`config.mk`:
```
export PLATFORM = sky130hd
export DESIGN_NAME = compute_sequencer
export DESIGN_NICKNAME = d
export VERILOG_FILES = /design/src/rtl/compute_sequencer.sv
export SDC_FILE = /design/constraint.sdc
export NUM_CORES = 1
export LEC_CHECK = 0
export CORE_MARGIN = 5
export CORE_UTILIZATION = 57
export DETAILED_ROUTE_END_ITERATION = 10
export DONT_BUFFER_PORTS = 1
export GPL_ROUTABILITY_DRIVEN = 0
export GPL_TIMING_DRIVEN = 0
export PLACE_DENSITY = 0.75
export SLEW_MARGIN = 25
export SYNTH_ARGS = -nofsm -noshare
export SYNTH_HDL_FRONTEND = slang
export SYNTH_SLANG_ARGS = --single-unit
```
`constraint.sdc`:
```
create_clock -name clk -period 1.94 [get_ports clk]
set_input_delay 0.582 -clock clk [delete_from_list [all_inputs] [get_ports clk]]
set_output_delay 0.582 -clock clk [all_outputs]
set_load 0.005 [all_outputs]
```
`src/rtl/compute_sequencer.sv`:
```
// Job sequencer for the compute array.
//
// A serial job runs the serial engine once. A systolic job preloads the
// weights, then loads 1..4 feature tiles. Each engine enable is a level that
// is held until its done input is sampled, the per-step timeout expires, or
// the job is aborted.
//
// state   | meaning
// --------+-------------------------------------------------------------
// IDLE    | waiting for start; configuration is latched on start
// SER_RUN | serial engine enabled, waiting for serial_mode_done
// W_LOAD  | weight preloader enabled, waiting for weight_Preloader_done
// W_GAP   | one idle cycle between the weight preload and the first tile
// F_LOAD  | feature loader enabled for the current tile
// F_GAP   | one idle cycle after a tile; chooses the next tile or FIN
// FIN     | one-cycle job_done pulse
module compute_sequencer #(
  parameter int TO_W = 8
) (
  input  logic            clk,
  input  logic            rst,
  input  logic            start,
  input  logic            abort,
  input  logic            job_mode,
  input  logic [7:0]      serial_base,
  input  logic [5:0]      systolic_base,
  input  logic [5:0]      tile_stride,
  input  logic [1:0]      num_tiles_m1,
  input  logic [TO_W-1:0] timeout,
  input  logic            serial_mode_done,
  input  logic            weight_Preloader_done,
  input  logic            feature_Loader_done,
  output logic            serial_mode_en,
  output logic            Weight_Preloader_en,
  output logic            Feature_Loader_en,
  output logic            systolic_mode,
  output logic [1:0]      c_reg_sel,
  output logic            computation_mode_sel,
  output logic [7:0]      serial_mode_feature_baseaddr,
  output logic [5:0]      systolic_mode_feature_baseaddr,
  output logic            busy,
  output logic            job_done,
  output logic            err
);

  typedef enum logic [2:0] {
    IDLE    = 3'd0,
    SER_RUN = 3'd1,
    W_LOAD  = 3'd2,
    W_GAP   = 3'd3,
    F_LOAD  = 3'd4,
    F_GAP   = 3'd5,
    FIN     = 3'd6
  } state_t;

  state_t          state_q, state_d;
  logic [1:0]      tile_q, tile_d;
  logic [TO_W-1:0] cnt_q, cnt_d;
  logic [TO_W-1:0] to_q, to_d;
  logic            err_q, err_d;
  logic            msel_q, msel_d;
  logic [7:0]      ser_base_q, ser_base_d;
  logic [5:0]      addr_q, addr_d;
  logic [5:0]      stride_q, stride_d;
  logic [1:0]      ntm1_q, ntm1_d;
  logic            to_hit;

  // The step counter starts at 0 on entry, so reaching timeout-1 at an edge
  // means the enable has been high for exactly `timeout` cycles.
  assign to_hit = (to_q != '0) && (cnt_q == (to_q - TO_W'(1)));

  // Next-state logic: abort overrides everything except reset; done is
  // checked before the timeout so a simultaneous done still completes.
  always_comb begin
    state_d    = state_q;
    tile_d     = tile_q;
    cnt_d      = '0;
    to_d       = to_q;
    err_d      = err_q;
    msel_d     = msel_q;
    ser_base_d = ser_base_q;
    addr_d     = addr_q;
    stride_d   = stride_q;
    ntm1_d     = ntm1_q;
    if (abort) begin
      state_d = IDLE;
    end else begin
      unique case (state_q)
        IDLE: begin
          if (start) begin
            ser_base_d = serial_base;
            addr_d     = systolic_base;
            stride_d   = tile_stride;
            ntm1_d     = num_tiles_m1;
            to_d       = timeout;
            err_d      = 1'b0;
            tile_d     = 2'd0;
            msel_d     = job_mode;
            state_d    = job_mode ? W_LOAD : SER_RUN;
          end
        end
        SER_RUN: begin
          if (serial_mode_done) begin
            state_d = FIN;
          end else if (to_hit) begin
            err_d   = 1'b1;
            state_d = IDLE;
          end else begin
            cnt_d = cnt_q + TO_W'(1);
          end
        end
        W_LOAD: begin
          if (weight_Preloader_done) begin
            state_d = W_GAP;
          end else if (to_hit) begin
            err_d   = 1'b1;
            state_d = IDLE;
          end else begin
            cnt_d = cnt_q + TO_W'(1);
          end
        end
        W_GAP: begin
          tile_d  = 2'd0;
          state_d = F_LOAD;
        end
        F_LOAD: begin
          if (feature_Loader_done) begin
            state_d = F_GAP;
          end else if (to_hit) begin
            err_d   = 1'b1;
            state_d = IDLE;
          end else begin
            cnt_d = cnt_q + TO_W'(1);
          end
        end
        F_GAP: begin
          if (tile_q < ntm1_q) begin
            tile_d  = tile_q + 2'd1;
            addr_d  = addr_q + stride_q;
            state_d = F_LOAD;
          end else begin
            state_d = FIN;
          end
        end
        FIN: begin
          state_d = IDLE;
        end
        default: begin
          state_d = IDLE;
        end
      endcase
    end
  end

  // State and latched-configuration registers.
  always_ff @(posedge clk) begin
    if (rst) begin
      state_q    <= IDLE;
      tile_q     <= 2'd0;
      cnt_q      <= '0;
      to_q       <= '0;
      err_q      <= 1'b0;
      msel_q     <= 1'b0;
      ser_base_q <= 8'd0;
      addr_q     <= 6'd0;
      stride_q   <= 6'd0;
      ntm1_q     <= 2'd0;
    end else begin
      state_q    <= state_d;
      tile_q     <= tile_d;
      cnt_q      <= cnt_d;
      to_q       <= to_d;
      err_q      <= err_d;
      msel_q     <= msel_d;
      ser_base_q <= ser_base_d;
      addr_q     <= addr_d;
      stride_q   <= stride_d;
      ntm1_q     <= ntm1_d;
    end
  end

  // Outputs decode straight from registers, so each enable is one state.
  assign serial_mode_en                 = (state_q == SER_RUN);
  assign Weight_Preloader_en            = (state_q == W_LOAD);
  assign Feature_Loader_en              = (state_q == F_LOAD);
  assign systolic_mode                  = (state_q == F_LOAD);
  assign c_reg_sel                      = tile_q;
  assign computation_mode_sel           = msel_q;
  assign serial_mode_feature_baseaddr   = ser_base_q;
  assign systolic_mode_feature_baseaddr = addr_q;
  assign busy                           = (state_q != IDLE);
  assign job_done                       = (state_q == FIN);
  assign err                            = err_q;

endmodule

```
Word level (Yosys, flattened, before mapping)
Index checks and enable logic that the tools add are counted.
W data, S select, Z words.

storage, ports and cells
  register bits after elaboration = 45
  latch bits = 0
  memory bits (writable) = 0
  bits in read-only memories = 0
  input bits = 38
  output and inout bits = 24
  logic and storage cells = 65
  memories kept = 0

operators by class
  add/subtract/negate cells = 4
  multiply operators = 0
  divide/modulo/power cells = 0
  order comparisons = 1
  eq/ne operators = 12
  shift operators = 0
  mux-type cells = 25
  bitwise gates (word level) = 1
  reductions and logical operators = 12

operators with widths
  cell                   count
  $mux W8                4
  $pmux W8 S3            1
  $pmux W3 S6            1
  $mux W3                5
  $mux W6                2
  $pmux W6 S2            1
  $ne A2 B2 Y1 const B   5
  $eq A3 B3 Y1 const B   3
  $add A8 B1 Y8 const B  1
  $eq A8 B8 Y1           1
  $mux W2                4
  $reduce_and A4 Y1      2
  $reduce_bool A8 Y1     1
  $sub A8 B1 Y8 const B  1
  $add A6 B6 Y6          1
  $eq A3 B2 Y1 const B   2
  $pmux W2 S3            1
  $reduce_and A6 Y1      1
  $reduce_bool A3 Y1     2
  $mux W1                5
  $pmux W1 S4            1
  $reduce_bool A4 Y1     1
  $eq A3 B1 Y1 const B   1
  $logic_not A3 Y1       1
  7 further kinds        7

Depth between registers and ports, before layout
  depth in word-level cells = 6
  gate-level depth with buffers = 8
  depth with buffers taken out = 8

Worst setup path before layout
No wires, ideal clock.

  path type = register to register
  start point = register to_q[0]
  end point = register state_q[0]
  library setup time = 0.135 ns
  arrival time = 1.781 ns
  required time = 1.805 ns
  setup slack = 0.024 ns
  stages on the path, launching flop included = 9
  path buffers = 1
  period minus slack after synthesis = 1.916 ns
  cell sequence = dfxtp_1 -> inv_1 -> ha_1 -> xnor2_1 -> xnor2_1 -> or4_4 -> a31oi_4 -> buf_6 -> a31oi_1

on the way
  cells in the longest elaborated chain, start to end = 6
  elaborated cells on any way between the ends = 9
  classes of those cells = 1 x add/sub; 1 x eq/ne; 5 x mux; 2 x reduce/logical

RTL lines
  item                               RTL line  source
  from (decl)                        59        logic [TO_W-1:0] to_q, to_d;
  from (signal assigned)             172       to_q <= to_d;
  $sub A8 B1 Y8                      70        assign to_hit = (to_q != '0) && (cnt_q == (to_q - TO_W'(1)));
  $eq A8 B8 Y1                       70
  $logic_and A1 B1 Y1 (*)            70
  $mux W3 (*)                        --
  $mux W3, on equally long branches  --
  $pmux W3 S6 (*)                    --
  to (signal assigned)               169       state_q <= state_d;
  to (decl)                          56        state_t state_q, state_d;

Mark *: on every way between the ends. The rest lies on a longest branch, timed or not.
A chain may end at the register's enable or synchronous reset.

Final worst setup path
  start point = register addr_q[1], in the netlist systolic_mode_feature_baseaddr[1]
  end point = register addr_q[5], in the netlist systolic_mode_feature_baseaddr[5]

on the way
  cells in the longest elaborated chain, start to end = 3

RTL lines
  item                    RTL line  source
  from (decl)             63        logic [5:0] addr_q, addr_d;
  from (signal assigned)  176       addr_q <= addr_d;
  $add A6 B6 Y6           139       addr_d = addr_q + stride_q;
  $mux W6                 137       if (tile_q < ntm1_q) begin
  $pmux W6 S2             88        unique case (state_q)

Every way passes these cells. The select of a mux whose other input is x is not followed.

==> results by group <==
CTS
  – Num CTS Buffers: 5
  – Clock transition at path regs: around 0.10 ns
  – Longest Clk Path Bufs: 2
  – H-tree levels: 2
  – CTS tree: done
  – Hold buffers post-CTS: 0
  – # clock sinks: 45
  – Clock Tree Root: clkbuf_8
  – Later-pin clock latency in the skew report: ~0.3 ns

Min path
  – Hold Path End: stride_q[2]
  – Min-delay src: tile_stride[2]
  – Tightest Hold Check Type: input pin to register
  – Worst Hold Depth: 2

Power
  – Tot Pwr: around 1.9 mW
  – PD cells: between 600 and 700 nW/um2
  – Peak supply drop: 728.0 uV
  – Cell leakage power: 1.038 nW

Drt
  – Routed Antenna Nets: 0
  – DR iter-0 viols: about 160
  – Via count: 2264
  – Avg WL per Cell: roughly 16 um
  – Number of remaining DRC errors: 0
  – Drt pass-1 iters: 5
  – Drt total wl: about 6100 um
  – Via-to-Cell Ratio: slightly below 6

Worst setup path
  – CP Class: register to register
  – FF-to-FF Start: systolic_mode_feature_baseaddr[1]
  – Critical Path Source Type: register
  – Crit-path max FO: 4
  – FF-to-FF path depth: 6
  – Worst R2R Setup Slack: -0.006 ns
  – WP data required: between 2 and 2.5 ns
  – Worst path arrival time: between 2 and 2.5 ns
  – R2r endpoint: systolic_mode_feature_baseaddr[5]
  – Kind of end point of the critical path: register

GRT
  – Initial antenna violation count: 0
  – Total gr overflow: 0
  – First-pass GRT wire length: 10090 um
  – Pin count of the biggest net entering global routing: 18
  – Tot GR Track Use: approximately a fifth
  – Number of global-route vias before repair: about 2200

Status
  – Outcome: finished, violations left
  – Violated checks: setup timing

Timing
  – Pins Over Slew Limit: 0
  – Final Skew: 0.007573 ns
  – Final period util: 100.3%
  – Final WS setup: -0.005700 ns
  – Min Clock Period, post-route: a little under 2 ns
  – Worst rel slew slack: 58.03%
  – RSZ-0062 raised after global routing: yes
  – Hold Fails Final Rpt: 0
  – Slew @ Worst Pin: 0.6296 ns
  – Setup violators final: 1
  – Max Fclk: 0.5140 GHz

Floorplan
  – Die span in x: approximately 77 um
  – Starting Density: around 58%
  – Die Y: around 77 um
  – Row cnt: 24
  – Core ar.: roughly 4400 um2
  – Die Footprint: 5898 um2
  – Number of top-level pins: between 60 and 70

Layout
  – Final Instance Area: 2934 um2
  – Nets: around 380
  – N_diodes: 0
  – Share of cells above drive strength 1: about 22%
  – Area growth syn-to-layout: 15.35%
  – Filler cells: around 370
  – Fin util: about two thirds

Place
  – Port buffer count: 0
  – Setup slack at placement: -0.1784 ns
  – Dpl cell area: 2609 um2
  – DPL Wire Length: about 4400 um

Synthesis
  – Post-Syn Area: approximately 2500 um2
  – Syn nets: 366
  – Synth unique cells: 62
  – Syn Area/Cell: roughly 8 um2
  – Sequential-to-total area share from yosys stat: 35.42%
  – Post-synth ARST share: 0%
  – Cells after Synth: 319
  – Post-synth EDFFs: 0
  – Top_reg_cell synth: dfxtp_1
  – Ys Warns: 0
  – Synth Register Bits: 45

Flow run
  – Max_cap viols: 0
## worst max path at each step
stage | start | endpoint | slack (ns) | cells after the start
after floorplan | to_q[0] | state_q[0] | 0.02 | 8
after global placement | to_q[0] | cnt_q[5] | -0.15 | 8
after detailed placement | to_q[0] | state_q[0] | -0.18 | 8
after CTS | systolic_mode_feature_baseaddr[2] | systolic_mode_feature_baseaddr[5] | -0.0000009 | 6
after global routing | to_q[1] | state_q[0] | -0.07 | 8
final | systolic_mode_feature_baseaddr[1] | systolic_mode_feature_baseaddr[5] | -0.006 | 6
## critical path, stage by stage (launching register included)
cell	delay [ns]
dfxtp_2	0.35
ha_1	0.29
a211oi_1	0.08
or4b_2	0.66
o311ai_2	0.12
o21ai_1	0.11
a32o_1	0.22
## report_power, final
group	internal (mW)	total (mW)	switching (mW)	leakage, nW
Combinational	0.116	0.275	0.159	0.617
Clock	0.268	0.622	0.354	0.0495
Sequential	0.958	0.998	0.0397	0.371
## Yosys cell counts, drive strengths merged, types with 2 or more instances
cell / instances / area share, %
nand2: 60 / 9.0
dfxtp: 45 / 35
a21oi: 37 / 7.4
nor2: 20 / 3.0
a211oi: 14 / 4.1
buf: 14 / 3.2
inv: 13 / 1.9
xnor2: 10 / 3.4
o21ai: 9 / 1.8
ha: 8 / 3.9
nor3: 8 / 2.2
clkbuf: 6 / 0.89
and3: 5 / 1.2
nand2b: 5 / 1.2
nand3: 5 / 0.98
nand3b: 5 / 1.6
nor2b: 5 / 1.2
nor3b: 4 / 1.2
xor2: 4 / 1.4
mux2i: 3 / 1.2
or2: 3 / 0.74
a21o: 2 / 0.59
a31oi: 2 / 1.1
and2: 2 / 0.49
nor4: 2 / 0.49
o21a: 2 / 0.59
o221ai: 2 / 0.93
or4: 2 / 0.74
or4b: 2 / 0.79
## cells by family after synthesis
kind of cell	Yosys count	share of synthesized area (%)
buffers and inverters	33	6.001
AOI/OAI and AO/OA	84	22.23
muxes	3	1.181
DFF	45	35.42
and+or+nand+nor	131	25.63
xor gates and xnor gates	14	4.820
adders and majority gates	9	4.722
## layer usage
layer / vias to the layer above / share of wire (%) / global-route usage (%)
met4: 0 / 0.90 / 3.497
met1: 1056 / 43 / 25.87
met5: - / 0 / 0
met2: 54 / 50 / 33.96
li1: 1148 / - / -
met3: 6 / 6.1 / 5.855
## timing repair
| item | in CTS | in global routing |
|---|---|---|
| pin swaps | 4 | 5 |
| setup endpoints to repair | 15 | 35 |
| resized for setup | 15 | 39 |
| gates cloned | 1 | 0 |
| buffers inserted | 3 | 0 |
## layout by cell type, fill, tap and decap left out, types with 2 or more instances in the layout
master    instances
nor3b_1           4
nor3_1            4
buf_6             3
xor2_1            4
dfxtp_1          35
a211oi_2          8
nor2b_1           5
o21ai_0           8
xnor2_1           9
dfxtp_2           7
buf_2             5
nand3b_1          4
buf_4             6
dfxtp_4           3
ha_1              4
inv_1            10
nor3_4            2
a211oi_1          6
clkbuf_1          6
a21o_1            2
nand2b_1          5
clkbuf_8          5
nand2_1          59
or2_2             3
nand3_1           5
inv_6             3
a21oi_1          34
o21a_1            2
a21oi_2           3
mux2i_1           3
nor3_2            2
and3_1            4
ha_4              4
inv_2             2
buf_1             2
nor2_1           19
## state kept, by name, indices dropped and copies added, names as in the netlist, 2 cells and up
name,cells
to_q,8
c_reg_sel,2
stride_q,6
serial_mode_feature_baseaddr,8
systolic_mode_feature_baseaddr,6
state_q,3
ntm1_q,2
cnt_q,8
## area by class of cell
| type | instances | area [um2] | share of cell area (%) |
|---|---|---|---|
| buffer | 19 | 103.9 | 3.539 |
| clock buffer | 5 | 68.82 | 2.345 |
| clock inverter | 3 | 26.28 | 0.8955 |
| inverter | 13 | 51.30 | 1.748 |
| multi-input combinational | 241 | 1660 | 56.59 |
| sequential | 45 | 920.9 | 31.39 |
| tap | 52 | 65.06 | 2.217 |
| timing repair buffer | 4 | 37.54 | 1.279 |
## through the flow
| stage | std cells | TNS (ns) | hold WS (ns) |
|---|---|---|---|
| after detailed placement | 371 | -1.578 | 0.4550 |
| after global placement | 371 | -1.456 | 0.4511 |
| after floorplan | 319 | 0 | 0.4363 |
| after CTS | 382 | 0 | 0.4029 |
| final | 382 | -0.005700 | 0.4009 |
| after global routing | 382 | -0.4586 | 0.3910 |
Note: power is estimated with default switching activity, not from simulation.
